### config.mk
export PLATFORM = sky130hd
export DESIGN_NAME = instr_cache_ctrl
export DESIGN_NICKNAME = d
export VERILOG_FILES = /design/src/rtl/instr_cache_ctrl.sv
export SDC_FILE = /design/constraint.sdc
export NUM_CORES = 2
export LEC_CHECK = 0
export BUFFER_PORTS_ARGS = -buffer_cell sky130_fd_sc_hd__buf_2
export CAP_MARGIN = 20
export CORE_MARGIN = 2
export CORE_UTILIZATION = 45
export CTS_CLUSTER_SIZE = 24
export DETAILED_ROUTE_END_ITERATION = 8
export PLACE_DENSITY = 0.7
export SLEW_MARGIN = 30
export SYNTH_ARGS = -nofsm -noshare
export SYNTH_HDL_FRONTEND = slang
export SYNTH_SLANG_ARGS = --single-unit
### constraint.sdc
create_clock -name clk -period 14 [get_ports clk]
set_input_delay 1.4 -clock clk [delete_from_list [all_inputs] [get_ports clk]]
set_output_delay 1.4 -clock clk [all_outputs]
set_load 0.01 [all_outputs]
### src/rtl/instr_cache_ctrl.sv
// Direct-mapped read-only instruction cache controller.
// Register-based storage, full-line burst refill, debug hit/miss counters.
module instr_cache_ctrl #(
   parameter int INDEX_BITS  = 4,
   parameter int OFFSET_BITS = 2
) (
   input  logic        clk,
   input  logic        rst,
   input  logic        cpu_req,
   input  logic [31:0] cpu_addr,
   output logic [31:0] cpu_instr,
   output logic        cpu_ready,
   output logic        cpu_stall,
   input  logic        flush,
   output logic        mem_req,
   output logic [31:0] mem_addr,
   input  logic [31:0] mem_rdata,
   input  logic        mem_rvalid,
   output logic [31:0] hit_cnt,
   output logic [31:0] miss_cnt
);

   localparam int TAG_BITS = 30 - INDEX_BITS - OFFSET_BITS;
   localparam int LINES    = 1 << INDEX_BITS;
   localparam int WORDS    = 1 << OFFSET_BITS;

   typedef enum logic [1:0] {
      IDLE,
      LOOKUP,
      REFILL,
      RESPOND
   } state_t;

   state_t state, state_nx;

   logic [29:0]            addr_q;
   logic [OFFSET_BITS-1:0] cnt;
   logic                   flush_pending;
   logic [LINES-1:0]       valid;
   logic [TAG_BITS-1:0]    tags [LINES];
   logic [31:0]            data [LINES][WORDS];
   logic [31:0]            instr_q;
   logic [31:0]            rd_data;

   logic [TAG_BITS-1:0]    tag_a;
   logic [INDEX_BITS-1:0]  idx;
   logic [OFFSET_BITS-1:0] word;
   logic                   hit;
   logic                   last;
   logic                   unused_bits;

   // Byte-offset bits never select anything in a word-wide fetch.
   assign unused_bits = ^cpu_addr[1:0];

   assign tag_a = addr_q[29 -: TAG_BITS];
   assign idx   = addr_q[OFFSET_BITS +: INDEX_BITS];
   assign word  = addr_q[OFFSET_BITS-1:0];
   assign hit   = valid[idx] && (tags[idx] == tag_a);
   assign last  = (cnt == OFFSET_BITS'(WORDS - 1));

   always_comb begin
      state_nx  = state;
      cpu_ready = 1'b0;
      cpu_stall = 1'b0;
      mem_req   = 1'b0;
      mem_addr  = '0;
      rd_data   = data[idx][word];
      unique case (state)
         IDLE: begin
            if (!(flush || flush_pending) && cpu_req)
               state_nx = LOOKUP;
         end
         LOOKUP: begin
            if (hit) begin
               cpu_ready = 1'b1;
               state_nx  = IDLE;
            end else begin
               state_nx  = REFILL;
            end
         end
         REFILL: begin
            mem_req   = 1'b1;
            cpu_stall = 1'b1;
            mem_addr  = {tag_a, idx, cnt, 2'b00};
            if (mem_rvalid && last)
               state_nx = RESPOND;
         end
         RESPOND: begin
            cpu_ready = 1'b1;
            state_nx  = IDLE;
         end
         default: state_nx = IDLE;
      endcase
   end

   // Output holds the last delivered instruction between responses.
   assign cpu_instr = cpu_ready ? rd_data : instr_q;

   always_ff @(posedge clk or posedge rst) begin
      if (rst) begin
         state         <= IDLE;
         addr_q        <= '0;
         cnt           <= '0;
         flush_pending <= 1'b0;
         valid         <= '0;
         instr_q       <= '0;
         hit_cnt       <= '0;
         miss_cnt      <= '0;
      end else begin
         state <= state_nx;
         if (cpu_ready)
            instr_q <= rd_data;
         if (state == IDLE) begin
            if (flush || flush_pending) begin
               valid         <= '0;
               flush_pending <= 1'b0;
            end else if (cpu_req) begin
               addr_q <= cpu_addr[31:2];
            end
         end else if (flush) begin
            flush_pending <= 1'b1;
         end
         if (state == LOOKUP) begin
            if (hit) begin
               if (hit_cnt != '1)
                  hit_cnt <= hit_cnt + 32'd1;
            end else begin
               cnt <= '0;
               if (miss_cnt != '1)
                  miss_cnt <= miss_cnt + 32'd1;
            end
         end
         if (state == REFILL && mem_rvalid) begin
            cnt <= cnt + 1'b1;
            if (last)
               valid[idx] <= 1'b1;
         end
      end
   end

   // Line storage needs no reset; the valid bits gate every use.
   always_ff @(posedge clk) begin
      if (state == REFILL && mem_rvalid) begin
         data[idx][cnt] <= mem_rdata;
         if (last)
            tags[idx] <= tag_a;
      end
   end

endmodule
==> metrics.txt <==
outcome=completed; Primary FF master, synth=edfxtp_1; Storage cell area=around 77000 sq um; Tightest Hold Check Type=flop to flop; pin count of the biggest net entering global routing=147; Post-Synthesis Cells=4287; Tcrit/Tclk final=60.5%; Hold-fix buffers, CTS=0; Internal=15.8 mW; worst IR drop on VDD=a little under 0.2 mV; synth unique cells=68; number of placed I/O pins=200; Mapped Avg Cell Area=roughly 23 sq um; endpoints failing setup=0; vias post-DR=47300; Yosys top cell by area=edfxtp_1; Comb pwr share=27.2%; clock buffer depth=4; Clock Power Share=31.8%; CTS Root Buffer Type=clkbuf_16; Final Critical Period=8.47 ns; H-tree levels=5; core area=220000 sq um; layout cells sized above 1=32.9%; relative slew slack=just over 30%; top-area cell type share of the netlist area=73.3%; max-slew violations=0; Seq pwr share=41.0%; Mapped Area=around 100000 sq um; # DRC=0; postcts setup bufs=0; Tot GR Track Use=21.7%; YS warnings=0; Clk Latency, worst-skew pair=0.95 ns; CP Class=flop to output port; final WL=about 240000 um; vias in the first global route=48200; placed cell count=7338; max_cap viols=0; Initial DRC Count=6158; RSZ-0062 raised after global routing=no; Multi-input gate area=22300 sq um; total gr overflow=0; worst slew pin tran=1.04 ns; Area contributors post-synth=edfxtp_1, mux4_2, dfrtp_1; Fillers=16800; CTS Sinks=2579; leakage=36.6 nW; Seq cells post-synth=2579; net load switching power=between 6 and 7 mW; die area=around 230000 sq um; first-pass GRT wire length=349000 um; Initial Utilization=between 40% and 50%; CTS tree=yes; post-route ant nets=0; CTS buffer count=280; row count=172; CP arrival=7.07 ns; clock-pin slew on the worst setup and hold paths=0.06 ns; First-pass DRT Iterations=5; Post-synth ARST share=approximately 5.7%; Post-Layout Cell Count=between 7000 and 8000; Final HPWL DP=127000 um; Post-synth EDFFs=2432; Layout area overhead=14.2%; chip width=475 um; DIE HEIGHT=475 um; wire per inst=31.2 um; quantity of gates resized following cts=0; Worst Path Max Fanout=49; Max Clk Rate=about 0.12 GHz; final hold vios=0; Cell Pwr Density=195 nW/um^2; startpoint types=flop; Final Skew=approximately 0.082 ns; CP Capture Type=output port; Seq/Total Area, Yosys=just under 80%; via-per-instance ratio=between 6 and 7; Setup TNS=0 ns; Critical Path RT=between 10 and 15 ns; initial antenna violation count=20; I/O Buffers=195; # nets final=4741; sw frac=between 20% and 30%; routability congestion estimate=just under 0.8
## layer usage
metal / wire, um / global-route usage [%] / share of wire, %
met3: 22900 / 4.50 / 9.4
met4: 6920 / 6.41 / 2.8
met2: 119000 / 34.9 / 49
met5: 58 / 0 / 0.024
met1: 95200 / 30.1 / 39
## synthesized netlist by cell type (18+ instances only)
master	instances
mux4_2	738
dfrtp_1	147
xor2_1	33
nand4_1	25
edfxtp_1	2432
nand2_1	67
clkbuf_1	122
mux2i_1	70
a21o_1	18
a22oi_1	21
mux2_2	60
buf_2	64
nor2_1	107
xnor2_1	45
mux2_4	29
nor3_1	46
and3_1	31
inv_1	20
nand3_1	46
## cell type report
| cell class | count | share of cell area [%] |
|---|---|---|
| inverters | 24 | 0.0923 |
| repair buffers | 319 | 2.00 |
| diodes | 11 | 0.0242 |
| clock buffers | 357 | 6.65 |
| multi-input cells | 1462 | 19.6 |
| clock inverters | 116 | 0.950 |
| flip-flops and latches | 2579 | 67.4 |
| well taps | 2958 | 3.25 |
## registers in the layout, indices dropped and copies added, names as in the netlist, named ones only
| name | count |
|---|---|
| addr_q | 30 |
| cnt | 2 |
| data | 2048 |
| flush_pending | 1 |
| hit_cnt | 32 |
| instr_q | 32 |
| miss_cnt | 32 |
| state | 1 |
| tags | 384 |
| valid | 16 |
## power by group through the flow
stage               Sequential [mW]  Combinational (mW)  Clock (mW)
finish                         9.09                6.05        7.06
floorplan                      9.12                4.18           0
global route                   9.13                6.37        7.43
CTS                            9.10                6.09        7.15
detailed placement             9.26                6.07           0
global placement               9.24                6.00           0
## critical path, cell delays in order, from the launching register on
cell	delay, ns
dfrtp_4	0.94
buf_6	0.65
buf_4	0.76
buf_4	0.67
buf_4	0.75
mux4_2	0.60
mux4_2	0.56
mux4_2	0.56
mux2_4	0.31
buf_2	0.14
## cell usage in the layout (no fill, tap or decap), types with 26 or more instances in the layout
| master | n |
|---|---|
| mux4_2 | 738 |
| edfxtp_1 | 2432 |
| clkinv_2 | 26 |
| clkbuf_16 | 289 |
| mux2_4 | 29 |
| nand3_1 | 45 |
| and3_1 | 31 |
| mux2i_1 | 70 |
| nand2_1 | 64 |
| clkinv_1 | 54 |
| buf_2 | 167 |
| nor3_1 | 45 |
| clkbuf_1 | 60 |
| xnor2_1 | 45 |
| mux2_2 | 60 |
| buf_4 | 124 |
| nor2_1 | 42 |
| dfrtp_1 | 142 |
| xor2_1 | 33 |
| nor2_4 | 64 |
## worst paths after layout
check | slack [ns] | cells past startpoint | endpoint | startpoint
min in group asynchronous | 0.67 | 2 | miss_cnt[5]$_DFFE_PP0P_ | rst
setup / recovery | 5.53 | 9 | cpu_instr[8] | addr_q[2]$_DFFE_PP0P_
max in group asynchronous | 12.13 | 3 | addr_q[3]$_DFFE_PP0P_ | rst
hold reg to reg | 0.47 | 1 | valid[13]$_DFF_PP0_ | valid[13]$_DFF_PP0_
hold / removal | 0.47 | 1 | valid[13]$_DFF_PP0_ | valid[13]$_DFF_PP0_
setup reg to reg | 7.84 | 8 | instr_q[8]$_DFF_PP0_ | addr_q[2]$_DFFE_PP0P_
## metrics by stage
stage	utilization (%)	instance area [sq um]	hold slack [ns]	total power, mW	worst slack (ns)
5_1_grt	51.7	114000	0.491	22.9	4.96
4_1_cts	51.6	114000	0.474	22.3	5.30
2_1_floorplan	-	99700	0.444	13.3	8.65
3_5_place_dp	47.7	105000	0.462	15.3	6.31
6_report	51.7	114000	0.471	22.2	5.53
3_3_place_gp	47.6	105000	0.453	15.2	5.98
## logic make-up (layout without fill, tap and decap cells)
logic type      Yosys count  in the layout  synth area share [%]
flops                  2579           2579                  77.0
mux                     897            897                  18.5
simple gates            360            360                  1.76
buf+inv                 247            816                  1.14
compound gates          119            119                 0.879
xor+xnor                 78             78                 0.685
fa+ha+maj                 6              6                0.0753
other cells               1             13               0.00376
(Power assumes the default switching activity.)
